<file path="src/rtl/da_pkg.sv">
// Shared types and elaboration-time helpers for the distributed-arithmetic MAC engine.
//   state_e   : engine sequencing states
//   acc_width : exact accumulator width for a given coefficient/sample/tap sizing
//   rom_fill  : partial-sum ROM entry (sum of a row's coefficients selected by addr bits)
package da_pkg;

  // Upper bound on the packed coefficient vector handed to rom_fill.
  localparam int unsigned COEFS_MAX_W = 4096;

  typedef enum logic [1:0] {
    ST_IDLE = 2'd0,
    ST_CALC = 2'd1,
    ST_DONE = 2'd2
  } state_e;

  function automatic int unsigned acc_width(input int unsigned coef_w,
                                            input int unsigned data_w,
                                            input int unsigned taps);
    return coef_w + data_w + $clog2(taps);
  endfunction

  // Sum of coef[row][k] over every set bit k of addr, each coefficient sign-extended.
  function automatic logic signed [63:0] rom_fill(input int unsigned row,
                                                  input int unsigned addr,
                                                  input int unsigned taps,
                                                  input int unsigned coef_w,
                                                  input logic [COEFS_MAX_W-1:0] coefs);
    logic signed [63:0] sum;
    logic signed [63:0] c;
    sum = '0;
    for (int unsigned k = 0; k < taps; k++) begin
      if (addr[k]) begin
        c = '0;
        for (int unsigned b = 0; b < coef_w; b++) begin
          c[b] = coefs[(row * taps + k) * coef_w + b];
        end
        if (c[coef_w-1]) begin
          for (int unsigned b = coef_w; b < 64; b++) begin
            c[b] = 1'b1;
          end
        end
        sum = sum + c;
      end
    end
    return sum;
  endfunction

endpackage

</file>
<file path="src/rtl/da_rom.sv">
// Partial-sum ROM for the DA engine: one table of 2**TAPS entries per coefficient row,
// filled at elaboration. Purely combinational lookup.
//   row    : coefficient row select (rows >= NUM_SETS alias row 0)
//   addr   : one bit per tap (current sample bit of each tap)
//   data_c : sign-extended sum of the selected row's coefficients
module da_rom
  import da_pkg::*;
#(
  parameter int unsigned TAPS     = 4,
  parameter int unsigned COEF_W   = 16,
  parameter int unsigned NUM_SETS = 8,
  parameter logic [NUM_SETS*TAPS*COEF_W-1:0] COEFS = {(NUM_SETS*TAPS){16'h2D41}},
  localparam int unsigned ROW_W = (NUM_SETS > 1) ? $clog2(NUM_SETS) : 1,
  localparam int unsigned ENT_W = COEF_W + $clog2(TAPS)
) (
  input  logic [ROW_W-1:0]        row,
  input  logic [TAPS-1:0]         addr,
  output logic signed [ENT_W-1:0] data_c
);

  localparam int unsigned NUM_ROWS = 2 ** ROW_W;
  localparam int unsigned NUM_ADDR = 2 ** TAPS;

  logic signed [ENT_W-1:0] rom_tbl [NUM_ROWS][NUM_ADDR];

  // Unused row codes are filled with row 0 so out-of-range selects need no extra mux.
  for (genvar r = 0; r < NUM_ROWS; r++) begin : g_row
    localparam int unsigned SRC_ROW = (r < NUM_SETS) ? r : 0;
    for (genvar a = 0; a < NUM_ADDR; a++) begin : g_addr
      assign rom_tbl[r][a] = ENT_W'(rom_fill(SRC_ROW, a, TAPS, COEF_W, COEFS_MAX_W'(COEFS)));
    end
  end

  assign data_c = rom_tbl[row][addr];

endmodule

</file>
<file path="src/rtl/da_mac_engine.sv">
// Bit-serial distributed-arithmetic dot product: out = sum_k coef[row][k] * x[k],
// processed MSB first, one sample bit per cycle, with valid/ready handshakes.
//   clk, rst             : clock, synchronous active-high reset
//   in_valid/in_ready    : sample vector + row_sel handshake
//   in_data, row_sel     : TAPS signed samples (tap k at [k*DATA_W +: DATA_W]), coefficient row
//   out_valid/out_ready  : result handshake, out_data held until accepted
//   out_data             : exact signed result, coefficient fractional scaling retained
//   busy                 : engine not idle
module da_mac_engine
  import da_pkg::*;
#(
  parameter int unsigned TAPS     = 4,
  parameter int unsigned DATA_W   = 16,
  parameter int unsigned COEF_W   = 16,
  parameter int unsigned FRAC_W   = 14,
  parameter int unsigned NUM_SETS = 8,
  parameter logic [NUM_SETS*TAPS*COEF_W-1:0] COEFS = {(NUM_SETS*TAPS){16'h2D41}},
  localparam int unsigned ACC_W = acc_width(COEF_W, DATA_W, TAPS),
  localparam int unsigned ROW_W = (NUM_SETS > 1) ? $clog2(NUM_SETS) : 1
) (
  input  logic                   clk,
  input  logic                   rst,
  input  logic                   in_valid,
  output logic                   in_ready,
  input  logic [TAPS*DATA_W-1:0] in_data,
  input  logic [ROW_W-1:0]       row_sel,
  output logic                   out_valid,
  input  logic                   out_ready,
  output logic [ACC_W-1:0]       out_data,
  output logic                   busy
);

  localparam int unsigned J_W   = (DATA_W > 1) ? $clog2(DATA_W) : 1;
  localparam int unsigned ENT_W = COEF_W + $clog2(TAPS);

  // Coefficients must keep at least one integer (sign) bit.
  if (FRAC_W >= COEF_W) begin : g_frac_chk
    $error("da_mac_engine: FRAC_W must be smaller than COEF_W");
  end

  state_e                   state_q, state_d;
  logic [TAPS*DATA_W-1:0]   x_q, x_d;
  logic [ROW_W-1:0]         row_q, row_d;
  logic [J_W-1:0]           j_q, j_d;
  logic signed [ACC_W-1:0]  acc_q, acc_d;
  logic                     in_ready_q, in_ready_d;
  logic                     out_valid_q, out_valid_d;
  logic                     busy_q, busy_d;

  logic [TAPS-1:0]          rom_addr_c;
  logic signed [ENT_W-1:0]  rom_data_c;
  logic signed [ACC_W-1:0]  rom_ext_c;

  // Samples shift left each CALC cycle, so the current bit is always each sample's MSB.
  always_comb begin
    rom_addr_c = '0;
    for (int k = 0; k < TAPS; k++) begin
      rom_addr_c[k] = x_q[k*DATA_W + DATA_W - 1];
    end
  end

  da_rom #(
    .TAPS     (TAPS),
    .COEF_W   (COEF_W),
    .NUM_SETS (NUM_SETS),
    .COEFS    (COEFS)
  ) u_rom (
    .row    (row_q),
    .addr   (rom_addr_c),
    .data_c (rom_data_c)
  );

  assign rom_ext_c = ACC_W'(rom_data_c);

  // Next-state, datapath and registered-output decode.
  always_comb begin
    state_d = state_q;
    x_d     = x_q;
    row_d   = row_q;
    j_d     = j_q;
    acc_d   = acc_q;

    case (state_q)
      ST_IDLE: begin
        if (in_valid) begin
          state_d = ST_CALC;
          x_d     = in_data;
          row_d   = row_sel;
          j_d     = J_W'(DATA_W - 1);
          acc_d   = '0;
        end
      end
      ST_CALC: begin
        // Sign bit carries weight -2^(DATA_W-1), hence the subtraction.
        if (j_q == J_W'(DATA_W - 1)) begin
          acc_d = (acc_q <<< 1) - rom_ext_c;
        end else begin
          acc_d = (acc_q <<< 1) + rom_ext_c;
        end
        for (int k = 0; k < TAPS; k++) begin
          x_d[k*DATA_W +: DATA_W] = x_q[k*DATA_W +: DATA_W] << 1;
        end
        j_d = j_q - J_W'(1);
        if (j_q == '0) begin
          state_d = ST_DONE;
        end
      end
      ST_DONE: begin
        if (out_ready) begin
          state_d = ST_IDLE;
        end
      end
      default: state_d = ST_IDLE;
    endcase

    in_ready_d  = (state_d == ST_IDLE);
    out_valid_d = (state_d == ST_DONE);
    busy_d      = (state_d != ST_IDLE);
  end

  always_ff @(posedge clk) begin
    if (rst) begin
      state_q     <= ST_IDLE;
      x_q         <= '0;
      row_q       <= '0;
      j_q         <= '0;
      acc_q       <= '0;
      in_ready_q  <= 1'b1;
      out_valid_q <= 1'b0;
      busy_q      <= 1'b0;
    end else begin
      state_q     <= state_d;
      x_q         <= x_d;
      row_q       <= row_d;
      j_q         <= j_d;
      acc_q       <= acc_d;
      in_ready_q  <= in_ready_d;
      out_valid_q <= out_valid_d;
      busy_q      <= busy_d;
    end
  end

  assign in_ready  = in_ready_q;
  assign out_valid = out_valid_q;
  assign busy      = busy_q;
  assign out_data  = acc_q;

endmodule

</file>
<file path="config.mk">
export PLATFORM = sky130hd
export DESIGN_NAME = da_mac_engine
export DESIGN_NICKNAME = d
export VERILOG_FILES = /design/src/rtl/da_pkg.sv /design/src/rtl/da_rom.sv /design/src/rtl/da_mac_engine.sv
export SDC_FILE = /design/constraint.sdc
export NUM_CORES = 1
export LEC_CHECK = 0
export ABC_AREA = 1
export CAP_MARGIN = 5
export CORE_AREA = 2 2 139 141
export CTS_CLUSTER_SIZE = 14
export DETAILED_ROUTE_END_ITERATION = 8
export DIE_AREA = 0 0 141 143
export PLACE_DENSITY = 0.7
export SKIP_LAST_GASP = 1
export SYNTH_ARGS = -nofsm -noshare
export SYNTH_HDL_FRONTEND = slang
export SYNTH_SLANG_ARGS = --single-unit
</file>
<file path="constraint.sdc">
create_clock -name clk -period 7.95 [get_ports clk]
set_input_delay 1.1925 -clock clk [delete_from_list [all_inputs] [get_ports clk]]
set_output_delay 1.1925 -clock clk [all_outputs]
set_load 0.1 [all_outputs]
</file>
## Yosys cells after proc, flatten, opt, wreduce, memory -nomap -nowiden

Memory sizes are Yosys's and may differ from the RTL's.
Cells that the tools add are included.

- Bits in registers: 110
- Logic and storage cells: 44
- Memory bits (read-only): 2,304
- Input port bits: 71
- Output and inout port bits: 37
- Memories kept: 1

- Eq/ne operators: 5
- Bitwise gates (word level): 2
- Order comparisons: 2
- Reduce and logical (&&, ||, !) cells: 7
- Mux-type cells: 16
- $add $sub $neg: 3

Memory list:

| memory | words | width | read ports | clocked after Yosys merged registers in | wr ports | line | source |
|---|---|---|---|---|---|---|---|
| (no name shown) | 8 | 288 | 1 | 0 | 0 | da_rom.sv:34 | `assign data_c = rom_tbl[row][addr];` |

Operator list:

| operator | count |
|---|---|
| $mux 288 | 2 |
| $pmux 64 s2 | 1 |
| $bmux 18 s4 | 1 |
| $mux 34 | 2 |
| $pmux 34 s2 | 1 |
| $mux 64 | 1 |
| $mux 18 | 2 |
| $add 34x18->34 | 1 |
| $sub 34x18->34 | 1 |
| $pmux 4 s2 | 1 |
| $mux 2 | 3 |
| $pmux 2 s3 | 1 |
| $ge 5x5->1 const B | 1 |
| $not 4->5 | 1 |
| $eq 2x2->1 const B | 2 |
| $eq 4x4->1 const B | 1 |
| $ge 4x4->1 const B | 1 |
| $logic_not 2->1 | 2 |
| $logic_not 4->1 | 1 |
| $mux 4 | 1 |
| $not 3->4 | 1 |
| $reduce_and 2->1 | 2 |
| $reduce_bool 2->1 | 2 |
| $sub 4x1->4 const B | 1 |
| other kinds (2) | 2 |

## Longest topological paths before layout

Gate-level depths: netlist of the first run.

- Word-level depth: 10
- Depth in mapped cells: 22
- Mapped depth without buffers: 21

## By module

A second synthesis of the first run with hierarchy kept.

- Cells, all modules: 1,655
- Area total of the unflattened synthesis: 9,600.5 µm²

Modules (own cells, without submodules):

| module | area each (µm²) | times used | sequential area each (µm²) | cells an instance |
|---|---|---|---|---|
| da_mac_engine | 9,245.1 | 1 | 2,202.1 | 1,596 |
| da_rom | 355.3 | 1 | 0.0 | 59 |

## Worst setup path before layout of the first run

No wires, ideal clock.

- Path kind: reg2reg
- From: register x_q[15]
- To: register acc_q[27], in the netlist out_data[27]
- Path buffers: 0
- Library setup time: 0.070 ns
- Setup slack: 5.162 ns
- Arrival: 2.718 ns
- Period minus slack after synthesis: 2.788 ns
- Stages on the path, launching flop included: 21
- Required time: 7.880 ns
- Cell sequence: dfxtp_1 ha_1 inv_1 nand2_1 o21ai_0 or2_2 o21ai_0 inv_1 ha_1 fa_1 inv_1 nor2_1 a21oi_1 inv_1 nand3_1 nand3_2 nand3_1 nand2_1 nand2_1 nand3_1 a21oi_1

- Cells in the longest elaborated chain, start to end: 7
- Elaborated cells between the ends (all ways): 8
- Classes of those cells: add/sub (2); mux (5); bitwise (1)

Ends and longest elaborated chain:

| element | line | source |
|---|---|---|
| from (decl) | da_mac_engine.sv:42 | `logic [TAPS*DATA_W-1:0] x_q, x_d;` |
| from (signal assigned) | da_mac_engine.sv:124 | `x_q <= '0;` |
| from (signal assigned) | da_mac_engine.sv:133 | `x_q <= x_d;` |
| $not 4->5 (implied by the code) (*) | da_rom.sv:34 |  |
| $bmux 18 s4 (*) | da_rom.sv:34 |  |
| $mux 18 (implied by the code) (*) (2 in a row) | da_rom.sv:34 |  |
| $add 34x18->34 or $sub 34x18->34 (tied branches) | da_mac_engine.sv:98, da_mac_engine.sv:96 |  |
| $mux 34 (*) | da_mac_engine.sv:95 | `if (j_q == J_W'(DATA_W - 1)) begin` |
| $pmux 34 s2 (*) | da_mac_engine.sv:83 | `case (state_q)` |
| to (signal assigned) | da_mac_engine.sv:127 | `acc_q <= '0;` |
| to (signal assigned) | da_mac_engine.sv:136 | `acc_q <= acc_d;` |
| to (decl) | da_mac_engine.sv:45 | `logic signed [ACC_W-1:0] acc_q, acc_d;` |

Every way passes the cells marked *; elsewhere a longest branch is shown, timed or not. The select of a mux whose other input is x is not followed.
A chain may end at the register's enable or synchronous reset.

## Final worst setup path of the first run

- From: register x_q[15]
- To: register acc_q[31], in the netlist out_data[31]

Same word-level chain as after synthesis.

==> results of run 1 <==
report_power, final:
group	leakage (nW)	switching, mW	internal [mW]	total [mW]
logic	3.11	0.450	0.208	0.659
clock network	0.159	0.266	0.238	0.504
registers	0.879	0.0361	0.584	0.620
cell usage after synthesis, types with 18 or more instances:
master,number
sky130_fd_sc_hd__a21oi_1,61
sky130_fd_sc_hd__a31oi_1,46
sky130_fd_sc_hd__clkbuf_1,24
sky130_fd_sc_hd__dfxtp_1,107
sky130_fd_sc_hd__ha_1,32
sky130_fd_sc_hd__inv_1,119
sky130_fd_sc_hd__nand2_1,397
sky130_fd_sc_hd__nand2_2,18
sky130_fd_sc_hd__nand3_1,90
sky130_fd_sc_hd__nand4_1,24
sky130_fd_sc_hd__nor2_1,68
sky130_fd_sc_hd__o21ai_0,59
worst min-delay path by stage:
stage / end / from
after global placement: x_q[48] / x_q[48]
after detailed placement: x_q[48] / x_q[48]
after CTS: x_q[48] / x_q[48]
after global routing: x_q[48] / x_q[48]
after floorplan: x_q[0] / x_q[0]
final: x_q[48] / x_q[48]
sequential cells by signal (all words and copies together) (netlist names):
| signal | flops |
|---|---|
| x_q | 64 |
| j_q | 4 |
| out_valid | 1 |
| busy | 1 |
| out_data | 34 |
| in_ready | 1 |
| state_q | 2 |
per-stage QoR:
| stage | cells | hold slack (ps) | utilization, % |
|---|---|---|---|
| global placement | 1485 | 454 | 46.5 |
| finish | 1501 | 468 | 48.2 |
| floorplan | 1195 | 444 | - |
| CTS | 1501 | 470 | 48.2 |
| detailed placement | 1485 | 457 | 46.5 |
| global route | 1501 | 497 | 48.2 |
tightest hold or removal path: cells and delay by family (launching register included):
| family | cells | cell delay, ps |
|---|---|---|
| compound gates | 1 | 50 |
| flops | 1 | 320 |
| simple gates | 1 | 60 |
logic make-up (layout without fill, tap and decap cells):
kind of cell / after synthesis / in the layout
AO/OA/AOI/OAI: 216 / 216
AND/OR/NAND/NOR: 647 / 647
buffers and inverters: 184 / 256
adder cells (fa/ha/maj): 34 / 34
XOR/XNOR: 7 / 7
flip-flops: 107 / 107
cell usage in the layout (no fill, tap or decap), drive strengths merged:
| cell | Yosys | routed |
|---|---|---|
| o22ai | 1 | 1 |
| inv | 131 | 138 |
| o21bai | 6 | 6 |
| nor2 | 77 | 77 |
| a21o | 4 | 4 |
| xor2 | 6 | 6 |
| nand2b | 1 | 1 |
| a31oi | 46 | 46 |
| nand4 | 24 | 24 |
| a221oi | 1 | 1 |
| nand2 | 416 | 416 |
| nor4 | 3 | 3 |
| o21a | 4 | 4 |
| dfxtp | 107 | 107 |
| ha | 32 | 32 |
| nand3b | 2 | 2 |
| clkbuf | 24 | 9 |
| o211ai | 4 | 4 |
| a21oi | 73 | 73 |
| buf | 29 | 6 |
| a211oi | 1 | 1 |
| xnor2 | 1 | 1 |
| nor3 | 20 | 20 |
| fa | 2 | 2 |
| nand3 | 99 | 99 |
| a21boi | 1 | 1 |
| a22oi | 7 | 7 |
| o21ai | 68 | 68 |
| and3 | 2 | 2 |
| clkdlybuf4s50 | 0 | 103 |
| or2 | 3 | 3 |
layer usage:
metal / up-vias / share of wire [%] / track usage (%)
met5: - / 0 / 0
met4: 0 / 2.4 / 7.11
met3: 41 / 6.5 / 4.83
met2: 267 / 45 / 37.2
met1: 3611 / 46 / 29.7
li1: 4041 / - / -
final cells by class:
class / count / share of cell area, %
multi-input combinational: 904 / 51.7
sequential: 107 / 23.9
timing repair buffer: 109 / 12.0
inverter: 131 / 5.52
tap: 234 / 3.27
clock buffer: 9 / 2.51
clock inverter: 7 / 1.12
==> tab_implementation.tex, run 1 <==
\begin{tabular}{lr}
\hline
Metric & Value \\
\hline
\multicolumn{2}{l}{\textbf{Synth}} \\
Share of cell area taken by muxes after synthesis & 0\% \\
Number of synthesized flops with an enable pin & 0 \\
Share of Yosys cell area claimed by the top area cell type & 28.5\% \\
Number of synthesis warnings & 0 \\
Basic-gate share of the synthesized area counting and, or, nand and nor cells & 37.5\% \\
Combinational family with the most area after synthesis & simple AND/OR/NAND/NOR gates \\
Count of state elements after synthesis & 107 \\
Adder-cell share of the synthesized area & 5.87\% \\
Number of unique standard cell types used by synthesis & 48 \\
Most used flip-flop cell after synthesis & sky130\_fd\_sc\_hd\_\_dfxtp\_1 \\
Fraction of synthesized cell area in xor and xnor cells & 0.817\% \\
Post-synthesis sequential area ratio & 28.5\% \\
Async set-reset flop share out of synthesis & 0\% \\
Mean cell area of the mapped netlist & 6.28 sq um \\
Biggest area contributors in the synthesized netlist & sky130\_fd\_sc\_hd\_\_dfxtp\_1 29\%, sky130\_fd\_sc\_hd\_\_nand2\_1 20\%, sky130\_fd\_sc\_hd\_\_nand3\_1 6.0\% \\
Syn Inst Count & 1195 \\
Area fraction in compound gates after synthesis & 17.3\% \\
Area of the mapped netlist & 7510 sq um \\
Post-synthesis cell type with the largest combined area & sky130\_fd\_sc\_hd\_\_dfxtp\_1 \\
Nets in the synthesized netlist & 1300 \\
\multicolumn{2}{l}{\textbf{Cells and area}} \\
Sequential Area & 2140 sq um \\
Diode count & 0 \\
Number of nets in the finished design & 1367 \\
Total of fill cells in the finished design & 1921 \\
Design area & 8960 sq um \\
Area Overhead vs Synth & 19.3\% \\
Fraction of final layout cells sized beyond drive strength 1 & 7.73\% \\
Combined area of the multi-input logic cells & 4630 sq um \\
\multicolumn{2}{l}{\textbf{STA}} \\
Setup ws final & 4340 ps \\
Clock skew after layout & 9.26 ps \\
Hold Vio Cnt, Final & 0 \\
Highest achievable clock rate & 277 MHz \\
Worst slew margin relative to its limit & 21.5\% \\
Setup TNS & 0 ps \\
Setup repair after global routing missed its margin & false \\
Worst-Margin Slew & 1180 ps \\
Max-slew violation count & 0 \\
Total of endpoints with negative setup slack in the final report & 0 \\
Period utilisation layout & 45.4\% \\
Shortest period the worst path allows & 3610 ps \\
\multicolumn{2}{l}{\textbf{GRT}} \\
All-Layer GR Usage & 22.6\% \\
Maximum number of pins on one net before global-route repair & 92 \\
Vias in the first global route & 7387 \\
Total grt overflow & 0 \\
Initial antenna violation count & 0 \\
Global-route wire length before repair & 36700 um \\
\multicolumn{2}{l}{\textbf{Setup path}} \\
Worst setup path category & reg2reg \\
Cell family with the largest share of critical-path delay & compound AO/OA/AOI/OAI gates \\
Critical path required time & 8240 ps \\
Most numerous cell on the critical path & sky130\_fd\_sc\_hd\_\_inv\_1 \\
CP Capture Point & out\_data[31] \\
Crit-path max FO & 4 \\
Worst setup EP type & register \\
Count of cells along the worst register-to-register path & 19 \\
Library cell contributing the largest single delay on the critical path & sky130\_fd\_sc\_hd\_\_o21ai\_0 \\
Start of the worst register-to-register path & x\_q[15] \\
Reg2reg setup slack & 4340 ps \\
Crit path from & x\_q[15] \\
Cell depth of the worst setup path & 19 \\
Reg2Reg Capture Point & out\_data[31] \\
Highest cell delay on the worst timing path & 540 ps \\
Crit-path cells & inv\_1 -> ha\_1 -> or2\_2 -> nand2\_1 -> o21ai\_0 -> inv\_1 -> ha\_1 -> fa\_1 -> inv\_1 -> nor2\_1 -> a21oi\_1 -> inv\_1 -> nand3\_1 -> nand3\_2 -> nand3\_1 -> nand2\_1 -> nand2\_1 -> nand3\_1 -> a21oi\_1 \\
Startpoint kind of the worst setup timing path & register \\
Data arrival time of the critical path & 3900 ps \\
Buffers \& Inverters on Critical Path & 4 \\
\multicolumn{2}{l}{\textbf{CTS}} \\
Post-CTS Setup Bufs & 0 \\
Number of hold buffers added after CTS & 0 \\
Clock tree from TritonCTS & done \\
H-tree level count & 3 \\
Sinks on Clock Net & 107 \\
Clock tree root buffer cell & sky130\_fd\_sc\_hd\_\_clkbuf\_16 \\
Number of instances resized during post-cts repair & 0 \\
Clock-pin transition on the worst setup and hold timing paths & 90 ps \\
Number of buffers added by the clock tree synthesis step & 9 \\
Max clock buf depth & 2 \\
Insertion delay to the later sink of the worst-skew pair & 370 ps \\
\multicolumn{2}{l}{\textbf{Power}} \\
Total chip power & 1.78 mW \\
Max VDD drop & 0.124 mV \\
Pleak & 4.14 nW \\
P per Cell Area & 199 nW/um\^{}2 \\
\multicolumn{2}{l}{\textbf{Place}} \\
DP Worst Slack & 4350 ps \\
Port-buffer cells & 104 \\
Post-detail-place hpwl & 16100 um \\
Area after detailed placement & 8630 sq um \\
Last weighted congestion value of the routability-driven placer & 0.908 \\
\multicolumn{2}{l}{\textbf{Route}} \\
DRC violations left & 0 \\
Average routed wire per standard cell & 15.0 um \\
Post-DR vias/cell & 5.30 \\
Initial DRT Pass Iterations & 6 \\
Post-DRT Antenna Nets & 0 \\
DRT iter0 DRCs & 532 \\
WL final & 22400 um \\
Total number of vias & 7960 \\
\multicolumn{2}{l}{\textbf{Status}} \\
Status & complete, no violations \\
\multicolumn{2}{l}{\textbf{Floorplan}} \\
Width of the chip & 141 um \\
Core Area & 18600 sq um \\
Initial Utilization & 40.4\% \\
Height of the die & 143 um \\
Area of the die & 20200 sq um \\
Row count & 50 \\
IO Pins & 108 \\
\multicolumn{2}{l}{\textbf{Run}} \\
Maximum Capacitance Violations & 0 \\
\multicolumn{2}{l}{\textbf{Hold path}} \\
Cell depth of the worst hold path & 2 \\
Hold crit path type & reg2reg \\
\hline
\end{tabular}
No activity file was read; power rests on OpenSTA's default activity.
==> run 2, diff against run 1 <==
==> constraint.sdc (replaced) <==
create_clock -name clk -period 3.6 [get_ports clk]
set_input_delay 0.54 -clock clk [delete_from_list [all_inputs] [get_ports clk]]
set_output_delay 0.54 -clock clk [all_outputs]
set_load 0.1 [all_outputs]
==> run 2 against run 1 <==
Compared with the run above:
- critical path depth rose by 1
- sequential cell count did not move
- clock power rose by 96%
- die area did not move
- sequential power rose by 120%
- maximum frequency rose by 8.4%
- worst setup slack got worse by 4100 ps
- sequential share of layout area barely moved
- clock-buffer cell count rose by 1
- largest power group unchanged
- cell count rose by 0.47%
- total power rose by 110%
==> tab_implementation.tex, run 2 (synthesized netlist as in run 1, its figures left out) <==
\begin{tabular}{lr}
\hline
Metric & Value \\
\hline
\multicolumn{2}{l}{\textbf{Status}} \\
Status & complete, no violations \\
\multicolumn{2}{l}{\textbf{Route}} \\
DRC violations left & 0 \\
Average routed wire per standard cell & 14.8 um \\
WL final & 22300 um \\
Initial DRT Pass Iterations & 5 \\
Post-DRT Antenna Nets & 0 \\
Total number of vias & 7885 \\
Post-DR vias/cell & 5.23 \\
DRT iter0 DRCs & 548 \\
\multicolumn{2}{l}{\textbf{Cells and area}} \\
Area Overhead vs Synth & 19.5\% \\
Number of nets in the finished design & 1374 \\
Diode count & 0 \\
Register bank with the most flops & x\_q \\
Most common cell after layout, fill and taps aside & sky130\_fd\_sc\_hd\_\_nand2\_1 \\
Top library cells by usage in the layout, fill and taps aside & 397 x sky130\_fd\_sc\_hd\_\_nand2\_1, 119 x sky130\_fd\_sc\_hd\_\_inv\_1, 107 x sky130\_fd\_sc\_hd\_\_dfxtp\_1 \\
Design area & 8970 sq um \\
Fraction of final layout cells sized beyond drive strength 1 & 8.32\% \\
Number of flip-flops under the largest register name & 64 \\
Total of fill cells in the finished design & 1915 \\
Utilization of the core after routing & 48.3\% \\
\multicolumn{2}{l}{\textbf{Floorplan}} \\
IO Pins & 108 \\
Core Area & 18600 sq um \\
Width of the chip & 141 um \\
Area of the die & 20200 sq um \\
Initial Utilization & 40.4\% \\
Height of the die & 143 um \\
Row count & 50 \\
\multicolumn{2}{l}{\textbf{GRT}} \\
Vias in the first global route & 7170 \\
All-Layer GR Usage & 22.5\% \\
Layer with the highest usage & met2 \\
Maximum number of pins on one net before global-route repair & 92 \\
Initial antenna violation count & 0 \\
Met3 global-route usage & 3.82\% \\
Total grt overflow & 0 \\
Met1 demand-to-capacity share in global routing & 30.8\% \\
Global-route wire length before repair & 36600 um \\
Met2 Usage GRT & 37.1\% \\
\multicolumn{2}{l}{\textbf{STA}} \\
Worst slew margin relative to its limit & 30.0\% \\
Hold Vio Cnt, Final & 0 \\
Max-slew violation count & 0 \\
Highest achievable clock rate & 300 MHz \\
Worst-Margin Slew & 1050 ps \\
Setup TNS & 0 ps \\
Setup repair after global routing missed its margin & false \\
Total of endpoints with negative setup slack in the final report & 0 \\
Clock skew after layout & 7.32 ps \\
Shortest period the worst path allows & 3330 ps \\
Period utilisation layout & 92.5\% \\
\multicolumn{2}{l}{\textbf{Place}} \\
Last weighted congestion value of the routability-driven placer & 0.960 \\
Port-buffer cells & 104 \\
Post-detail-place hpwl & 16600 um \\
Area after detailed placement & 8680 sq um \\
\multicolumn{2}{l}{\textbf{Setup path}} \\
Count of cells along the worst register-to-register path & 20 \\
Critical path required time & 3880 ps \\
Worst setup path category & reg2reg \\
Library cell contributing the largest single delay on the critical path & sky130\_fd\_sc\_hd\_\_fa\_1 \\
Most numerous cell on the critical path & sky130\_fd\_sc\_hd\_\_inv\_1 \\
Crit-path max FO & 4 \\
Worst setup EP type & register \\
Data arrival time of the critical path & 3610 ps \\
Reg2reg setup slack & 270 ps \\
Startpoint kind of the worst setup timing path & register \\
Start of the worst register-to-register path & x\_q[31] \\
Crit-path cells & ha\_1 -> inv\_1 -> nand2\_1 -> o21ai\_0 -> or2\_2 -> o21ai\_0 -> inv\_1 -> ha\_1 -> fa\_1 -> inv\_1 -> nor2\_1 -> a21oi\_1 -> inv\_1 -> nand3\_1 -> nand3\_2 -> nand3\_1 -> nand2\_1 -> nand2\_1 -> nand3\_1 -> a21oi\_1 \\
Highest cell delay on the worst timing path & 420 ps \\
Reg2Reg Capture Point & out\_data[27] \\
\multicolumn{2}{l}{\textbf{Hold path}} \\
Hold Path End & x\_q[48] \\
Hold crit path type & reg2reg \\
Origin of the worst min-delay path & x\_q[48] \\
Cell depth of the worst hold path & 2 \\
\multicolumn{2}{l}{\textbf{CTS}} \\
Clock tree root buffer cell & sky130\_fd\_sc\_hd\_\_clkbuf\_16 \\
Max clock buf depth & 2 \\
Post-CTS Setup Bufs & 0 \\
Clock-pin transition on the worst setup and hold timing paths & 80 ps \\
Number of buffers added by the clock tree synthesis step & 9 \\
Clock tree from TritonCTS & done \\
Number of instances resized during post-cts repair & 0 \\
Number of hold buffers added after CTS & 0 \\
H-tree level count & 3 \\
Insertion delay to the later sink of the worst-skew pair & 360 ps \\
Sinks on Clock Net & 107 \\
\multicolumn{2}{l}{\textbf{Power}} \\
Pleak & 4.16 nW \\
Max VDD drop & 0.256 mV \\
P per Cell Area & 426 nW/um\^{}2 \\
\multicolumn{2}{l}{\textbf{Run}} \\
Maximum Capacitance Violations & 0 \\
\hline
\end{tabular}
## run 2: changes by cell type in the layout (fill, tap and decap cells not counted), sizes merged
cell           before  now
buf                 6   14
clkbuf              9   10
clkdlybuf4s50     103  102
clkinv              0    3
clkinvlp            0    1
inv               138  133
## run 2: worst max path at each step
stage | startpoint | end | slack (ps)
6_report | x_q[31] | out_data[27] | 270
3_5_place_dp | x_q[31] | out_data[27] | 330
5_1_grt | x_q[31] | out_data[17] | 50
4_1_cts | x_q[31] | out_data[27] | 310
3_3_place_gp | x_q[31] | out_data[10] | 370
2_1_floorplan | x_q[15] | out_data[27] | 810
## run 2: where the power goes
part           switching, mW  total (mW)  internal, mW
Clock                  0.492       0.988         0.496
Combinational          0.996        1.46         0.467
Sequential            0.0770        1.37          1.29
Total                   1.56        3.82          2.25
## run 2: layer usage
layer	wire, um	up-vias
met5	0	-
met3	1210	26
li1	-	4049
met1	10500	3592
met4	331	0
met2	10300	218
## run 2: metrics by stage
stage                     std cells  total power, mW  setup slack, ps  hold WS (ps)
after floorplan                1195             2.47              812           444
after detailed placement       1492             2.85              329           463
final                          1508             3.82              271           468
after CTS                      1508             3.83              308           473
after global routing           1508             4.07             49.2           496
after global placement         1492             2.83              371           454
## run 2: area by class of cell
cell class | count | area, sq um | share of cell area, %
inverters | 131 | 494 | 5.51
clock inverters | 6 | 46.3 | 0.516
clock buffers | 10 | 239 | 2.66
well taps | 234 | 293 | 3.26
multi-input cells | 904 | 4630 | 51.6
repair buffers | 116 | 1120 | 12.5
flip-flops and latches | 107 | 2140 | 23.9
## run 2: worst max-delay path: cells and delay by family (launching register included)
family / cells / cell delay, ps
and+or+nand+nor: 9 / 1020
adders and majority gates: 3 / 840
AOI/OAI and AO/OA: 4 / 570
buffers and inverters: 4 / 430
DFF: 1 / 390
